[src/rtl/uart_frame_counter_pkg.sv]
// Shared UART frame definitions: frame constants, data-bit encoding and
// the frame-length helper also used by the shift register.
package uart_pkg;

    localparam logic [3:0] UART_START_BITS = 4'd1;
    localparam logic [3:0] UART_MIN_DATA   = 4'd5;
    localparam logic [3:0] UART_MAX_FRAME  = 4'd12;

    typedef enum logic [1:0] {
        DATA_5 = 2'd0,
        DATA_6 = 2'd1,
        DATA_7 = 2'd2,
        DATA_8 = 2'd3
    } uart_data_bits_e;

    // Start + data + optional parity + stop bits; always 7..12.
    function automatic logic [3:0] uart_frame_len(
        input logic [1:0] data_bits,
        input logic       parity_en,
        input logic       stop2
    );
        logic [3:0] w_stop;
        w_stop = stop2 ? 4'd2 : 4'd1;
        return UART_START_BITS + UART_MIN_DATA + {2'b00, data_bits}
               + {3'b000, parity_en} + w_stop;
    endfunction

endpackage

[src/rtl/uart_baud_tick.sv]
// Bit-time counter producing the one-cycle bit-time-up strobe; optionally
// shortens the first period of a frame to half for mid-bit sampling.
module uart_baud_tick
    import uart_pkg::*;
#(
    parameter int DIV_W = 19
) (
    input  logic             i_clk,
    input  logic             i_reset,
    input  logic             i_doit,
    input  logic [DIV_W-1:0] i_div_q,
    input  logic             i_half_first,
    output logic             o_btu
);

    logic [DIV_W-1:0] r_bt_cnt;
    logic             r_first;
    logic [DIV_W-1:0] w_limit;
    logic             w_hit;

    assign w_limit = (i_half_first && r_first) ? (i_div_q >> 1) : i_div_q;
    assign w_hit   = (r_bt_cnt == w_limit);
    // Gated by reset so the strobe is low while state is being cleared.
    assign o_btu   = i_doit & ~i_reset & w_hit;

    // Bit-time counter and first-period flag.
    always_ff @(posedge i_clk or posedge i_reset) begin
        if (i_reset) begin
            r_bt_cnt <= {DIV_W{1'b0}};
            r_first  <= 1'b1;
        end else if (!i_doit) begin
            r_bt_cnt <= {DIV_W{1'b0}};
            r_first  <= 1'b1;
        end else if (w_hit) begin
            r_bt_cnt <= {DIV_W{1'b0}};
            r_first  <= 1'b0;
        end else begin
            r_bt_cnt <= r_bt_cnt + DIV_W'(1);
            r_first  <= r_first;
        end
    end

endmodule

[src/rtl/uart_frame_counter.sv]
// UART bit/frame counter: config latch, saturating bit counter and done flag.
// Optional feature: define UART_FRAME_RX_MID_EN to add rx_mode (half first period).
module uart_frame_counter
    import uart_pkg::*;
#(
    parameter int DIV_W = 19,
    parameter int CNT_W = 4
) (
    input  logic             clk,
    input  logic             reset,
    input  logic             doit,
    input  logic [DIV_W-1:0] baud_div,
    input  logic [1:0]       data_bits,
    input  logic             parity_en,
    input  logic             stop2,
`ifdef UART_FRAME_RX_MID_EN
    input  logic             rx_mode,
`endif
    output logic             btu,
    output logic [CNT_W-1:0] bit_cnt,
    output logic [CNT_W-1:0] frame_len,
    output logic             done
);

    logic [CNT_W-1:0] r_frame_len;
    logic [DIV_W-1:0] r_div_q;
    logic [CNT_W-1:0] r_bit_cnt;
    logic             w_btu;
    logic             w_half_first;
`ifdef UART_FRAME_RX_MID_EN
    logic             r_rx_mode;
    assign w_half_first = r_rx_mode;
`else
    assign w_half_first = 1'b0;
`endif

    // Config follows the inputs while idle and is frozen for the whole frame.
    always_ff @(posedge clk or posedge reset) begin
        if (reset) begin
            r_frame_len <= {CNT_W{1'b0}};
            r_div_q     <= {DIV_W{1'b0}};
`ifdef UART_FRAME_RX_MID_EN
            r_rx_mode   <= 1'b0;
`endif
        end else if (!doit) begin
            r_frame_len <= CNT_W'(uart_frame_len(data_bits, parity_en, stop2));
            r_div_q     <= baud_div;
`ifdef UART_FRAME_RX_MID_EN
            r_rx_mode   <= rx_mode;
`endif
        end else begin
            r_frame_len <= r_frame_len;
            r_div_q     <= r_div_q;
`ifdef UART_FRAME_RX_MID_EN
            r_rx_mode   <= r_rx_mode;
`endif
        end
    end

    uart_baud_tick #(
        .DIV_W (DIV_W)
    ) u_baud_tick (
        .i_clk        (clk),
        .i_reset      (reset),
        .i_doit       (doit),
        .i_div_q      (r_div_q),
        .i_half_first (w_half_first),
        .o_btu        (w_btu)
    );

    // Bit counter saturates at the frame length; btu keeps pulsing after that.
    always_ff @(posedge clk or posedge reset) begin
        if (reset) begin
            r_bit_cnt <= {CNT_W{1'b0}};
        end else if (!doit) begin
            r_bit_cnt <= {CNT_W{1'b0}};
        end else if (w_btu && (r_bit_cnt < r_frame_len)) begin
            r_bit_cnt <= r_bit_cnt + CNT_W'(1);
        end else begin
            r_bit_cnt <= r_bit_cnt;
        end
    end

    assign btu       = w_btu;
    assign bit_cnt   = r_bit_cnt;
    assign frame_len = r_frame_len;
    assign done      = doit & ~reset & (r_bit_cnt == r_frame_len);

endmodule

[config.mk]
export PLATFORM = sky130hd
export DESIGN_NAME = uart_frame_counter
export DESIGN_NICKNAME = d
export VERILOG_FILES = /design/src/rtl/uart_frame_counter_pkg.sv /design/src/rtl/uart_baud_tick.sv /design/src/rtl/uart_frame_counter.sv
export SDC_FILE = /design/constraint.sdc
export NUM_CORES = 1
export LEC_CHECK = 0
export CAP_MARGIN = 15
export CELL_PAD_IN_SITES_DETAIL_PLACEMENT = 1
export CELL_PAD_IN_SITES_GLOBAL_PLACEMENT = 1
export CORE_ASPECT_RATIO = 0.9
export CORE_UTILIZATION = 40
export DETAILED_ROUTE_END_ITERATION = 8
export PLACE_DENSITY = 0.72
export SYNTH_ARGS = -nofsm -noshare
export SYNTH_HDL_FRONTEND = slang
export SYNTH_HIERARCHICAL = 1
export SYNTH_SLANG_ARGS = --single-unit
[constraint.sdc]
create_clock -name clk -period 2.7 [get_ports clk]
set_input_delay 0.675 -clock clk [delete_from_list [all_inputs] [get_ports clk]]
set_output_delay 0.675 -clock clk [all_outputs]
set_load 0.005 [all_outputs]
# Yosys cells after proc, flatten, opt, wreduce, memory -nomap -nowiden
# Index checks and enable logic that the tools add are counted.
# op_classes
muxes	5
eq_ne	3
n_addsub	5
n_reduce_logical	1
n_lt_le_gt_ge	1
n_bitwise	4
# ops
cell	count
19-bit two-way mux	2
19-bit by 1-bit adder with 19-bit output (second input constant)	1
19-bit == test	1
4-bit two-way mux	2
3-bit by 2-bit adder with 4-bit output (first input constant)	1
4-bit by 1-bit adder with 4-bit output	1
4-bit by 1-bit adder with 4-bit output (second input constant)	1
4-bit by 2-bit adder with 4-bit output	1
4-bit == test	1
4-bit < comparator	1
1-bit bitwise AND	3
2-bit two-way mux	1
2-bit by 1-bit inequality test with 1-bit output (second input constant)	1
1-bit logical AND	1
1-bit NOT	1
# totals
output_inout_bits	10
input_bits	26
ff_bits	46
word_cells	23

# Logic depth before layout (Yosys ltp)
# Gate-level depths: netlist of the first run.
# logic_depth
word_depth	6
ltp_mapped	10
mapped_depth_nobuf	8

# Hierarchy
# The synthesis of the first run kept the hierarchy.
# modules_own_cells
mod	cells_each	area_per_inst_um2	n_inst	seq_area_each_um2
uart_baud_tick	181	1632.8	1	501.7
uart_frame_counter	96	1273.7	1	675.6

# Least setup slack after synthesis of the first run
# OpenSTA, ideal clock, no wires.
# synth_path
path_type	reg2out
startpoint	reg r_div_q[17]
endpoint	out btu
n_path_buf	1
required_time_ns	2.025
stages_incl_launch_ff	7
t_arrival_ns	1.676
setup_slack_ns	0.349
cell_sequence	dfrtp_1 > nor2b_1 > a2111o_1 > nor3_1 > o2111a_1 > buf_2 > and4_1
# synth_via
elab_chain_cells	2
# synth_lines
item	line	source
from (decl)	uart_frame_counter.sv:26	logic [DIV_W-1:0] r_div_q;
from (signal assigned)	uart_frame_counter.sv:41	r_div_q <= {DIV_W{1'b0}};
from (signal assigned)	uart_frame_counter.sv:47	r_div_q <= baud_div;
from (signal assigned)	uart_frame_counter.sv:53	r_div_q <= r_div_q;
19-bit == test	uart_baud_tick.sv:22	assign w_hit = (r_bt_cnt == w_limit);
1-bit bitwise AND	uart_baud_tick.sv:24	assign o_btu = i_doit & ~i_reset & w_hit;
to (decl)	uart_frame_counter.sv:19	output logic btu,
# Every way passes these cells.

# Final worst setup path of the first run
# layout_path
startpoint	reg r_div_q[8]
endpoint	out btu
# Same word-level chain as after synthesis.

==> impl_results.md, run 1 <==
* Status: completed
* First-pass GRT wire length at between 10,000 and 15,000 um
* Die ar. at 7612 um^2
* Hold Vio Cnt, Final at 0
* Detailed Route WL at between 8000 and 9000 um
* Count of different cell masters after synthesis at between 50 and 60
* CP max FO at 2
* GRT Util Overall at 0.2289
* Reg clk slew, reported paths at ~0.1 ns
* Number of global-route vias before repair at between 2,000 and 3,000
* Placed Cells incl. Taps at 428
* Worst Path Arrival at 2.01 ns
* Routed wire per std cell at about 19 um
* Maximum achievable frequency at around 370 MHz
* Synthesized area at roughly 2900 um^2
* Clock latency on the worst-skew pair at approximately 0.31 ns
* Final #Nets at between 300 and 400
* Clock H-tree levels at 2
* Required @ worst endpoint at 2.03 ns
* Final Wtd Congestion at 0.8670
* Initial Util at 0.4129
* Slew headroom at 0.5515
* Clk buf depth at 2
* Post-Syn Instances at 277
* PwrDens at 462.0 nW/um^2
* Leading cell type in the layout, fill and taps excluded: dfrtp_1
* Worst setup margin at approximately 0.018 ns
* Tot Pwr at ~1.8 mW
* Fin cells at 444
* Post-synth EDFFs at 0
* Syn Area/Cell at 10.49 um^2
* DP Area at between 3000 and 4000 um^2
* Share of cells above drive strength 1 at 0.2593
* DRC violations left at 0
* Ys async rst share at 1.000
* Top Ports at 36
* Commonest non-fill, non-tap cells in the layout: dfrtp_1 (46), buf_4 (44), clkdlybuf4s50_1 (34)
* Clock skew at 0.01297 ns
* Crit path time final at ~2.7 ns
* Endpoints failing setup at 0
* Design Area, Final at roughly 3800 um^2
* Post-route ant nets at 0
* CTS tree: done
* Period utilisation layout at 0.9934
* Register bit total from synthesis at 47
* Worst hold path type: reg2reg
* Area growth, synth to finish at 31.42%
* Vias at approximately 2,400
* Sink Count at 47
* Maxcap violations at 0
* Critical Path Source Type: register
* P_leak at ~1.6 nW
* ANT cells at 0
* Initial antenna violation count at 0
* Synth Warn # at 6
* Pre-CTS WS at -0.1243 ns
* Crit path capture type: output pin
* PortBufs at 35
* DIE WIDTH at a little over 90 um
* Overflow after GRT at 0
* CORE AREA at 7039 um^2
* Total CTS buffers at 5
* Drt first pass iters at 4
* Vias/cell at ~5.5
* Starting DRT DRC Count at between 100 and 150
* Hold buffers post-CTS at 0
* Final Slew Violations at 0
* Peak VDD IR at 0.2294 mV
* Clock Tree Root: clkbuf_8
* Pin count of the biggest net entering global routing at 31
* Post-synth top flop: dfrtp_1
* Rows at 29
* Post-synthesis sequential area ratio at 0.4051
* RSZ-0062 raised after global routing: yes
* CP Class: reg2out
* Total Neg Setup Slack at 0 ns
* Hpwl dp at about 6000 um
* Chip Height at between 80 and 90 um
* Slew @ Worst Pin at 0.6666 ns
==> where the power goes <==
part,internal [mW],leakage (nW),switching (mW)
sequential,0.746,0.599,0.0374
clock,0.371,0.0654,0.260
combinational,0.197,0.952,0.154
==> synth_stat cells, drive strengths merged (4+ instances only) <==
library cell  instances  area (um^2)
dfrtp                46         1151
xnor2                22        192.7
mux2                 21        236.5
a211oi               20        155.1
inv                  20        75.07
nand3                16        80.08
buf                  12        71.31
nand2                12        52.55
xor2                 12        105.1
mux2i                10        100.1
ha                    9        112.6
and3                  5        31.28
clkbuf                5        20.01
nor2b                 5        38.78
nor3                  5        30.03
a21oi                 4        20.02
nand4                 4        25.02
nor2                  4        17.52
==> path summary, 6_finish.rpt <==
path                             from                        to  slack [ns]  cells after the start
max                        r_div_q[8]                       btu        0.02                      6
min                        r_div_q[0]                r_div_q[0]        0.53                      1
min in group asynchronous       reset  u_baud_tick/r_bt_cnt[16]        0.84                      3
max in group asynchronous       reset       u_baud_tick/r_first        1.59                      3
min reg2reg                r_div_q[0]                r_div_q[0]        0.53                      1
max reg2reg                r_div_q[8]                bit_cnt[3]        0.35                      9
==> final cells by class <==
type                            instances  area [um^2]
Sequential cell                        47         1177
Inverter                               21        78.83
Tap cell                               93        116.4
Multi-Input combinational cell        196         1633
Clock inverter                          2        60.06
Timing Repair Buffer                   79        681.9
Clock buffer                            6        72.57
Fill cell                             787         3219
==> timing repair <==
item	in CTS	in global routing
endpoints found under the setup margin	1	2
cloned	0	0
resized for setup	5	12
buffers inserted	2	6
pin swaps	2	6
==> state kept, by name (all words and copies together), names as in the netlist <==
register / flops
u_baud_tick/r_first: 1
bit_cnt: 4
r_div_q: 19
frame_len: 4
u_baud_tick/r_bt_cnt: 19
==> metal layers <==
metal  GRT usage  share of wire
met5           0              0
met2      0.3996           0.51
met1      0.2987           0.45
met4     0.05824          0.013
met3     0.02930          0.032
==> per-stage QoR <==
step / util / hold slack (ns)
3_3_place_gp: 0.5068 / 0.4924
4_1_cts: 0.5277 / 0.5270
2_1_floorplan: - / 0.4787
6_report: 0.5427 / 0.5284
5_1_grt: 0.5427 / 0.5519
3_5_place_dp: 0.5068 / 0.5070
==> critical path: stages (launching register included) <==
cell and delay (ns):
dfrtp_1 0.39, nor2b_4 0.12, a2111o_1 0.41, nor3_4 0.17, o2111a_1 0.26, and4_4 0.25
buf_6 0.09
==> logic make-up after synthesis <==
family | synth area share
AO/OA/AOI/OAI | 0.1292
XOR/XNOR | 0.1025
AND/OR/NAND/NOR | 0.1421
buffers and inverters | 0.05854
other | 0.001290
adder cells (fa/ha/maj) | 0.04563
flip-flops | 0.4051
multiplexers | 0.1158
(Power assumes the default switching activity.)
==> run 2, diff against run 1 <==
CAP_MARGIN = 20   (was 15)
==> results of run 2 <==
Final layout, timing and power as in run 1 (identical DEF).
